## src/rtl/seq_pkg.sv

```systemverilog
// Shared types for the symbol-counter game controller.
// Phase encoding plus level and count widths used across the block.
package seq_pkg;

  typedef enum logic [2:0] {
    S_IDLE,
    S_PRE,
    S_GEN,
    S_POST,
    S_CHECK,
    S_DONE
  } state_t;

  typedef logic [3:0] level_t;
  typedef logic [7:0] count_t;
  typedef logic [7:0] secs_t;

endpackage

```

## src/rtl/level_sequencer_tick_gen.sv

```systemverilog
// One-second tick prescaler for the game controller.
// Restarts from zero whenever clr is high so each phase gets whole seconds.
module tick_gen #(
  parameter int unsigned TICK_DIV = 100_000_000
) (
  input  logic Clk100M,
  input  logic Reset,
  input  logic clr,
  output logic tick
);

  localparam int unsigned W = (TICK_DIV > 1) ? $clog2(TICK_DIV) : 1;
  localparam logic [W-1:0] LAST = W'(TICK_DIV - 1);

  if (TICK_DIV < 2) begin : g_bad_div
    $error("tick_gen: TICK_DIV must be at least 2");
  end

  logic [W-1:0] cnt_q;
  logic [W-1:0] cnt_d;

  always_comb begin
    cnt_d = cnt_q + 1'b1;
    if (clr || cnt_q == LAST) begin
      cnt_d = '0;
    end
  end

  always_ff @(posedge Clk100M or posedge Reset) begin
    if (Reset) begin
      cnt_q <= '0;
    end else begin
      cnt_q <= cnt_d;
    end
  end

  assign tick = (cnt_q == LAST);

endmodule

```

## src/rtl/level_sequencer.sv

```systemverilog
// Game controller: steps each level through PRE, GEN and POST,
// judges the latched magic-symbol count and advances or ends the game.
module level_sequencer
  import seq_pkg::*;
#(
  parameter int unsigned TICK_DIV     = 100_000_000,
  parameter int unsigned PRE_SECS     = 3,
  parameter int unsigned GEN_SECS     = 20,
  parameter int unsigned POST_TO_SECS = 10,
  parameter int unsigned TARGET       = 8,
  parameter int unsigned MAX_LEVEL    = 5
) (
  input  logic         Clk100M,
  input  logic         Reset,
  input  logic         startBtn,
  input  logic         levelComplete,
  input  logic [7:0]   magicSymbolCount,
  output logic         preSig,
  output logic         genSig,
  output logic         postSig,
  output logic [3:0]   level,
  output logic [7:0]   secondsLeft,
  output logic         gameOver,
  output logic         gameWon,
  output logic         postTimeout
);

  localparam secs_t  PRE_S = secs_t'(PRE_SECS);
  localparam secs_t  GEN_S = secs_t'(GEN_SECS);
  localparam secs_t  PTO_S = secs_t'(POST_TO_SECS);
  localparam count_t TGT   = count_t'(TARGET);
  localparam level_t MAXL  = level_t'(MAX_LEVEL);

  state_t state_q, state_d;
  logic   btn_q;
  logic   start;
  logic   tick;
  logic   clr;
  logic   pass;
  logic   wd_end;
  secs_t  secs_q;
  secs_t  wdog_q;
  count_t cnt_latch_q;
  level_t level_q;
  logic   pre_q, gen_q, post_q;
  logic   over_q, won_q, pto_q;

  assign start  = startBtn & ~btn_q;
  assign pass   = (cnt_latch_q >= TGT);
  assign wd_end = tick && (wdog_q == 8'd1);

  always_comb begin
    state_d = state_q;
    unique case (state_q)
      S_IDLE:  if (start) state_d = S_PRE;
      S_PRE:   if (tick && secs_q == 8'd1) state_d = S_GEN;
      S_GEN:   if (tick && secs_q == 8'd1) state_d = S_POST;
      S_POST:  if (levelComplete || wd_end) state_d = S_CHECK;
      S_CHECK: state_d = (pass && level_q < MAXL) ? S_PRE : S_DONE;
      S_DONE:  if (start) state_d = S_PRE;
      default: state_d = S_IDLE;
    endcase
  end

  // Every phase change restarts the prescaler and second counters.
  assign clr = (state_d != state_q);

  tick_gen #(
    .TICK_DIV (TICK_DIV)
  ) u_tick (
    .Clk100M (Clk100M),
    .Reset   (Reset),
    .clr     (clr),
    .tick    (tick)
  );

  always_ff @(posedge Clk100M or posedge Reset) begin
    if (Reset) begin
      state_q     <= S_IDLE;
      btn_q       <= 1'b1;
      secs_q      <= '0;
      wdog_q      <= '0;
      cnt_latch_q <= '0;
      level_q     <= '0;
      pre_q       <= 1'b0;
      gen_q       <= 1'b0;
      post_q      <= 1'b0;
      over_q      <= 1'b0;
      won_q       <= 1'b0;
      pto_q       <= 1'b0;
    end else begin
      state_q <= state_d;
      btn_q   <= startBtn;
      pre_q   <= (state_d == S_PRE);
      gen_q   <= (state_d == S_GEN);
      post_q  <= (state_d == S_POST) && (state_q != S_POST);
      over_q  <= (state_d == S_DONE);

      if (clr) begin
        secs_q <= (state_d == S_PRE) ? PRE_S :
                  (state_d == S_GEN) ? GEN_S : '0;
        wdog_q <= (state_d == S_POST) ? PTO_S : '0;
      end else if (tick) begin
        if (secs_q != '0) secs_q <= secs_q - 1'b1;
        if (wdog_q != '0) wdog_q <= wdog_q - 1'b1;
      end

      // levelComplete beats a coincident watchdog tick.
      if (state_q == S_POST && state_d == S_CHECK) begin
        cnt_latch_q <= magicSymbolCount;
        if (!levelComplete) pto_q <= 1'b1;
      end

      if (state_q == S_CHECK) begin
        if (state_d == S_PRE) level_q <= level_q + 1'b1;
        else                  won_q   <= pass;
      end

      if (start && (state_q == S_IDLE || state_q == S_DONE)) begin
        level_q <= level_t'(1);
        won_q   <= 1'b0;
        pto_q   <= 1'b0;
      end
    end
  end

  assign preSig      = pre_q;
  assign genSig      = gen_q;
  assign postSig     = post_q;
  assign level       = level_q;
  assign secondsLeft = secs_q;
  assign gameOver    = over_q;
  assign gameWon     = won_q;
  assign postTimeout = pto_q;

endmodule
```

## config.mk

```make
export PLATFORM = sky130hd
export DESIGN_NAME = level_sequencer
export DESIGN_NICKNAME = d
export VERILOG_FILES = /design/src/rtl/seq_pkg.sv /design/src/rtl/level_sequencer_tick_gen.sv /design/src/rtl/level_sequencer.sv
export SDC_FILE = /design/constraint.sdc
export NUM_CORES = 1
export LEC_CHECK = 0
export CORE_ASPECT_RATIO = 0.5
export CORE_MARGIN = 10
export CORE_UTILIZATION = 40
export CTS_CLUSTER_SIZE = 14
export DETAILED_ROUTE_END_ITERATION = 10
export PLACE_DENSITY = 0.65
export SLEW_MARGIN = 20
export SYNTH_ARGS = -nofsm -noshare
export SYNTH_HDL_FRONTEND = slang
export SYNTH_SLANG_ARGS = --single-unit
```

## constraint.sdc

```tcl
create_clock -name Clk100M -period 6.1 [get_ports Clk100M]
set_input_delay 1.22 -clock Clk100M [delete_from_list [all_inputs] [get_ports Clk100M]]
set_output_delay 1.22 -clock Clk100M [all_outputs]
set_load 0.02 [all_outputs]
```

# After elaboration in Yosys (flattened, before gate mapping)

Index checks and enable logic that the tools add are counted.

Bits of input ports: 12
Output and inout port bits: 18
Flip-flop bits (word level): 65
Logic and storage cells: 87

Eq/ne operators: 17
Bitwise gates (word level): 2
Multiplexer cells: 25
Order comparisons: 2
$add $sub $neg: 4
Reductions and logical operators: 24

Operators with widths:

| cell                                                                                 | number |
|---|---|
| 8-bit 2-to-1 mux                                                                     | 6 |
| 27-bit by 1-bit adder with 27-bit output (second input constant)                     | 1 |
| 27-bit == test (second input constant)                                               | 1 |
| 27-bit 2-to-1 mux                                                                    | 1 |
| 8-bit by 1-bit == test with 1-bit output (second input constant)                     | 2 |
| 4-bit 2-to-1 mux                                                                     | 4 |
| 8-bit nonzero test                                                                   | 2 |
| 8-bit by 1-bit subtractor with 8-bit output (second input constant)                  | 2 |
| 3-bit 2-to-1 mux                                                                     | 5 |
| 3-bit case mux with 5 select lines                                                   | 1 |
| 3-bit by 2-bit == test with 1-bit output (second input constant)                     | 4 |
| 3-bit == test (second input constant)                                                | 4 |
| 2-bit nonzero test                                                                   | 6 |
| 5-bit 2-to-1 mux                                                                     | 2 |
| 2-bit AND reduction                                                                  | 5 |
| 8-bit by 4-bit greater-or-equal comparator with 1-bit output (second input constant) | 1 |
| 3-bit by 1-bit == test with 1-bit output (second input constant)                     | 2 |
| 1-bit logical AND                                                                    | 6 |
| 1-bit 2-to-1 mux                                                                     | 6 |
| 4-bit by 1-bit adder with 4-bit output (second input constant)                       | 1 |
| 4-bit by 3-bit < comparator with 1-bit output (second input constant)                | 1 |
| 2-bit by 1-bit != test with 1-bit output (second input constant)                     | 2 |
| 3-bit zero test                                                                      | 1 |
| 1-bit logical OR                                                                     | 3 |
| other kinds (5)                                                                      | 5 |

# Depth between registers and ports, before layout

Depth after elaboration: 9
Mapped depth: 10
Gate-level depth less buffers: 7

# By module

From an unflattened synthesis, not the netlist that was laid out.

Cells, all modules: 344
Area total of the unflattened synthesis: 3,405.8 µm²

Modules (own cells, without submodules):

| module          | cells an instance | times used | area each (µm²) | seq. area each (µm²) |
|---|---|---|---|---|
| level_sequencer | 190               | 1          | 1,931.9         | 877.1 |
| tick_gen        | 154               | 1          | 1,473.9         | 675.6 |

# Worst setup path after synthesis

OpenSTA, ideal clock, no wires.

Path kind: register -> register
Start point: register u_tick.cnt_q[12]
End point: register secs_q[5], in the netlist secondsLeft[5]
Buffers on the path: 1
Path slack: 3,512 ps
Arrival time: 2,470 ps
Setup time: 119 ps
Required time: 5,981 ps
Cell stages (with the launch flop): 7
Period minus slack after synthesis: 2,588 ps
Path through: dfrtp_1 or4_4 or4_4 or3_1 buf_2 o31a_2 o21a_1

Word-level cells in the longest chain between the ends: 8
Elaborated cells between the ends (all ways): 13
Classes of those cells: eq/ne (2); mux (5); reduce/logical (6)

RTL lines:

| what                               | RTL line                       | text |
|---|---|---|
| start, declared                    | level_sequencer_tick_gen.sv:19 | `logic [W-1:0] cnt_q;` |
| start signal, assigned             | level_sequencer_tick_gen.sv:33 | `cnt_q <= cnt_d;` |
| 27-bit == test (*)                 | level_sequencer_tick_gen.sv:37 | `assign tick = (cnt_q == LAST);` |
| 1-bit logical AND                  | level_sequencer.sv:50          | `assign wd_end = tick && (wdog_q == 8'd1);` |
| 1-bit logical OR                   | level_sequencer.sv:58          | `S_POST: if (levelComplete \|\| wd_end) state_d = S_CHECK;` |
| 3-bit 2-to-1 mux                   | level_sequencer.sv:58          |  |
| 3-bit case mux with 5 select lines | level_sequencer.sv:54          | `unique case (state_q)` |
| 3-bit != test                      | level_sequencer.sv:66          | `assign clr = (state_d != state_q);` |
| 2-bit nonzero test (no line)       | --                             |  |
| 2-bit AND reduction (no line)      | --                             |  |
| end signal, assigned               | level_sequencer.sv:100         | `secs_q <= (state_d == S_PRE) ? PRE_S :` |
| end signal, assigned               | level_sequencer.sv:104         | `if (secs_q != '0) secs_q <= secs_q - 1'b1;` |
| end, declared                      | level_sequencer.sv:41          | `secs_t secs_q;` |

Every way passes the cells marked *; elsewhere a longest branch is shown, timed or not.
A chain may end at the register's enable or synchronous reset.

# Final worst setup path

Start point: input startBtn
End point: register u_tick.cnt_q[26]

Word-level cells in the longest chain between the ends: 6

RTL lines:

| what                               | RTL line                                     | text |
|---|---|---|
| start, declared                    | level_sequencer.sv:15                        | `input logic startBtn,` |
| 1-bit AND                          | level_sequencer.sv:48                        | `assign start = startBtn & ~btn_q;` |
| 3-bit 2-to-1 mux                   | level_sequencer.sv:55, level_sequencer.sv:60 |  |
| 3-bit case mux with 5 select lines | level_sequencer.sv:54                        |  |
| 3-bit != test                      | level_sequencer.sv:66                        |  |
| 1-bit logical OR                   | level_sequencer_tick_gen.sv:24               | `if (clr \|\| cnt_q == LAST) begin` |
| 27-bit 2-to-1 mux                  | level_sequencer_tick_gen.sv:24               |  |
| net u_tick.cnt_d[26]               | level_sequencer_tick_gen.sv:20               | `logic [W-1:0] cnt_d;` |

The timed path passes the listed nets, and every way through them passes these cells.

==> impl_metrics.py <==
metrics = {
    "run_status": {
        "status": "finished, final reports clean",
    },
    "worst_setup_path": {
        "rr_worst_depth": 5,
        "crit_buf_inv": 1,
        "crit_chain": "clkdlybuf4s50_1 > nor3b_1 > o21ai_0 > o211ai_1 > nand2b_1 > nor2_1",
        "crit_slowest_cell": "nand2b_1",
        "criticalPathCategory": "input pin to flip-flop",
        "critical_path.endpoint_type": "flip-flop",
        "crit_cells": 6,
        "r2r_slack_ns": 3.18,
        "crit_fanout": 25,
        "startpoint_type": "input pin",
        "max_stage_delay_ns": 0.81,
        "crit_family": "simple AND/OR/NAND/NOR gates",
        "arrival_ns": 3.30,
        "crit-reg2reg-launch": "u_tick.cnt_q[12]$_DFF_PP0_",
        "timing.rr.end": "u_tick.cnt_q[26]$_DFF_PP0_",
        "required_ns": 6.27,
    },
    "power_and_ir_drop": {
        "ir_drop_mv": 0.1140,
        "total_power_w": 0.0009311,
        "p_seq_share_pct": 45.6,
        "p_leak_nw": 1.760,
        "p_int_w": 0.0007366,
        "p_per_area_nw_per_um2": 232.2,
        "p_sw_share_pct": 20.89,
        "power_frac_clock_pct": 50.3,
        "power_frac_comb_pct": 4.1,
        "p_sw_w": 0.0001945,
    },
    "floorplanning": {
        "rows": 23,
        "chipWidth_microns": 149.9,
        "num_io_pins": 30,
        "dieArea_sq_um": 12740,
        "initial_core_util_pct": 41.61,
        "fp.coreArea_sq_um": 8115,
        "die_y_microns": 84.97,
    },
    "logic_synthesis": {
        "synthArstFlopShare_pct": 100.0,
        "synthFlopType": "dfrtp_1",
        "ys_ff_latch": 62,
        "synthesis.instances": 359,
        "ys_seq_area_share_pct": 45.98,
        "synth_edf_count": 0,
        "synthesis.area_sq_um": 3377,
        "yosysWarnings": 0,
        "syn_avg_cell_area_sq_um": 9.407,
        "synth_nets": 380,
        "yosys.cell_types.count": 52,
    },
    "timing": {
        "fin_tns_setup_ns": 0,
        "worst_pin_slew_ns": 0.9906,
        "relSlewSlack_pct": 33.96,
        "skew_ns": 0.004345,
        "report.final.slew_viol_count": 0,
        "setup_viol": 0,
        "timing.final.crit_share_pct": 51.41,
        "whs_ns": 0.4995,
        "hold_viol": 0,
        "rsz0062_at_grt": "false",
        "fmax_ghz": 0.3189,
        "post-route-min-period_ns": 3.136,
    },
    "finish": {
        "area_growth_pct": 18.75,
        "fin_util_pct": 49.41,
        "final_common_cell": "dfrtp_1",
        "fin_area_sq_um": 4010,
        "num-nets-final": 405,
        "drive_gt1_share_pct": 8.010,
        "final_cell_mix": "61 x dfrtp_1, 49 x nor2_1, 26 x clkdlybuf4s50_1, 19 x inv_1",
        "antenna_cells": 0,
    },
    "route": {
        "drc": 0,
        "wire_per_inst_microns": 14.92,
        "vias": 2694,
        "drt_first_pass_iters": 4,
        "routed_via_density": 5.399,
        "ant_nets": 0,
        "wl_mm": 7.443,
        "drt_first_iter_violations": 142,
    },
    "worst_hold_path": {
        "hp-class": "flip-flop to flip-flop",
        "min_path_cells": 1,
        "hold_end": "cnt_latch_q[6]$_DFFE_PP0P_",
        "holdCritStartpoint": "cnt_latch_q[6]$_DFFE_PP0P_",
    },
    "global_route": {
        "grt_max_degree": 63,
        "antenna_found_initial": 0,
        "grt_pass1_vias": 2715,
        "grt_use_total_pct": 12.45,
        "grt_pass1_wl_mm": 12.84,
        "grt_overflow": 0,
    },
    "cts": {
        "htree_levels": 3,
        "root_buffer": "clkbuf_16",
        "cts_hold_buf": 0,
        "cts-buffers-inserted": 9,
        "cts-resized-gates": 0,
        "clkTransAtPathRegs_ns": 0.05,
        "tritoncts": "built",
        "cts_num_sinks": 62,
        "cts_setup_buffers": 0,
        "clock_path_buffers": 2,
        "clock_latency_ns": 0.33,
    },
    "placed_design": {
        "port_buffers": 26,
        "place_hpwl_mm": 5.268,
        "placed_cell_area_sq_um": 3735,
        "routabilityCongestion": 0.8262,
    },
    "run": {
        "maxCapViolCount": 0,
    },
}
## worst max path at each step
stage	start	endpoint
3_5_place_dp	startBtn	u_tick.cnt_q[26]$_DFF_PP0_
3_3_place_gp	startBtn	u_tick.cnt_q[23]$_DFF_PP0_
5_1_grt	startBtn	u_tick.cnt_q[23]$_DFF_PP0_
4_1_cts	startBtn	u_tick.cnt_q[26]$_DFF_PP0_
6_report	startBtn	u_tick.cnt_q[26]$_DFF_PP0_
2_1_floorplan	Reset	cnt_latch_q[3]$_DFFE_PP0P_
## cell usage after synthesis (2+ instances only)
| library cell | n | area [sq um] |
|---|---|---|
| nand2b_1 | 4 | 25.02 |
| and4_1 | 4 | 35.03 |
| xor2_1 | 18 | 157.7 |
| a311oi_1 | 2 | 17.52 |
| mux2i_1 | 4 | 40.04 |
| a31oi_1 | 2 | 12.51 |
| a21oi_1 | 18 | 90.09 |
| xnor2_1 | 13 | 113.9 |
| nor4_1 | 13 | 81.33 |
| mux2_2 | 6 | 67.56 |
| nor4b_1 | 2 | 17.52 |
| o31ai_1 | 3 | 22.52 |
| or3_1 | 6 | 37.54 |
| dfrtp_1 | 61 | 1526 |
| o211ai_1 | 2 | 15.01 |
| nor3_1 | 9 | 45.04 |
| nand3_1 | 18 | 90.09 |
| o41ai_1 | 2 | 17.52 |
| or4_1 | 3 | 22.52 |
| nor2b_1 | 3 | 18.77 |
| nor2_1 | 49 | 183.9 |
| clkbuf_1 | 12 | 45.04 |
| or2_2 | 2 | 12.51 |
| nand2_1 | 16 | 60.06 |
| o21ai_0 | 11 | 55.05 |
| o21a_1 | 3 | 22.52 |
| and3_1 | 5 | 31.28 |
| ha_1 | 9 | 112.6 |
| nand4_1 | 11 | 68.82 |
| inv_1 | 20 | 75.07 |
| or4_4 | 2 | 22.52 |
| a21o_1 | 6 | 45.04 |
## per-stage QoR
stage / instances / setup WS (ns)
global placement: 485 / 2.675
floorplan: 359 / 3.340
CTS: 499 / 2.957
detailed placement: 485 / 2.627
finish: 499 / 2.964
global route: 499 / 2.738
## registers in the layout (all words and copies together), names as in the netlist
signal,count
postTimeout,1
u_tick.cnt_q,27
cnt_latch_q,5
level,4
gameOver,1
preSig,1
genSig,1
btn_q,1
postSig,1
gameWon,1
wdog_q,8
secondsLeft,8
state_q,3
## logic make-up (layout without fill, tap and decap cells)
family,Yosys count,count (layout),synth area share [%]
buffers and inverters,33,61,3.705
AO/OA/AOI/OAI,58,58,11.04
XOR/XNOR,31,31,8.040
flip-flops,62,62,45.98
adder cells (fa/ha/maj),9,9,3.335
AND/OR/NAND/NOR,156,156,24.71
multiplexers,10,10,3.186
## layer usage
metal,share of wire (%),vias up,GRT usage (%)
met5,0,-,0
li1,-,1337,-
met3,5.1,13,4.237
met4,1.7,0,5.877
met1,47,1298,14.55
met2,46,46,20.28
## layout make-up
type                       count  area [sq um]
clock buffer                  13         270.3
clock inverter                 1         5.005
fill                         743          4105
inverter                      20         75.07
multi-input combinational    264          1699
sequential                    62          1553
tap                          112         140.1
timing repair buffer          27         267.8
## power groups by stage
stage / logic, W / clock network [W] / registers (W)
2_1_floorplan: 0.0000205 / 0 / 0.000432
6_report: 0.0000385 / 0.000468 / 0.000425
5_1_grt: 0.0000436 / 0.000498 / 0.000425
3_3_place_gp: 0.0000379 / 0 / 0.000431
4_1_cts: 0.0000393 / 0.000480 / 0.000424
3_5_place_dp: 0.0000390 / 0 / 0.000431
No activity file was read; power rests on OpenSTA's default activity.
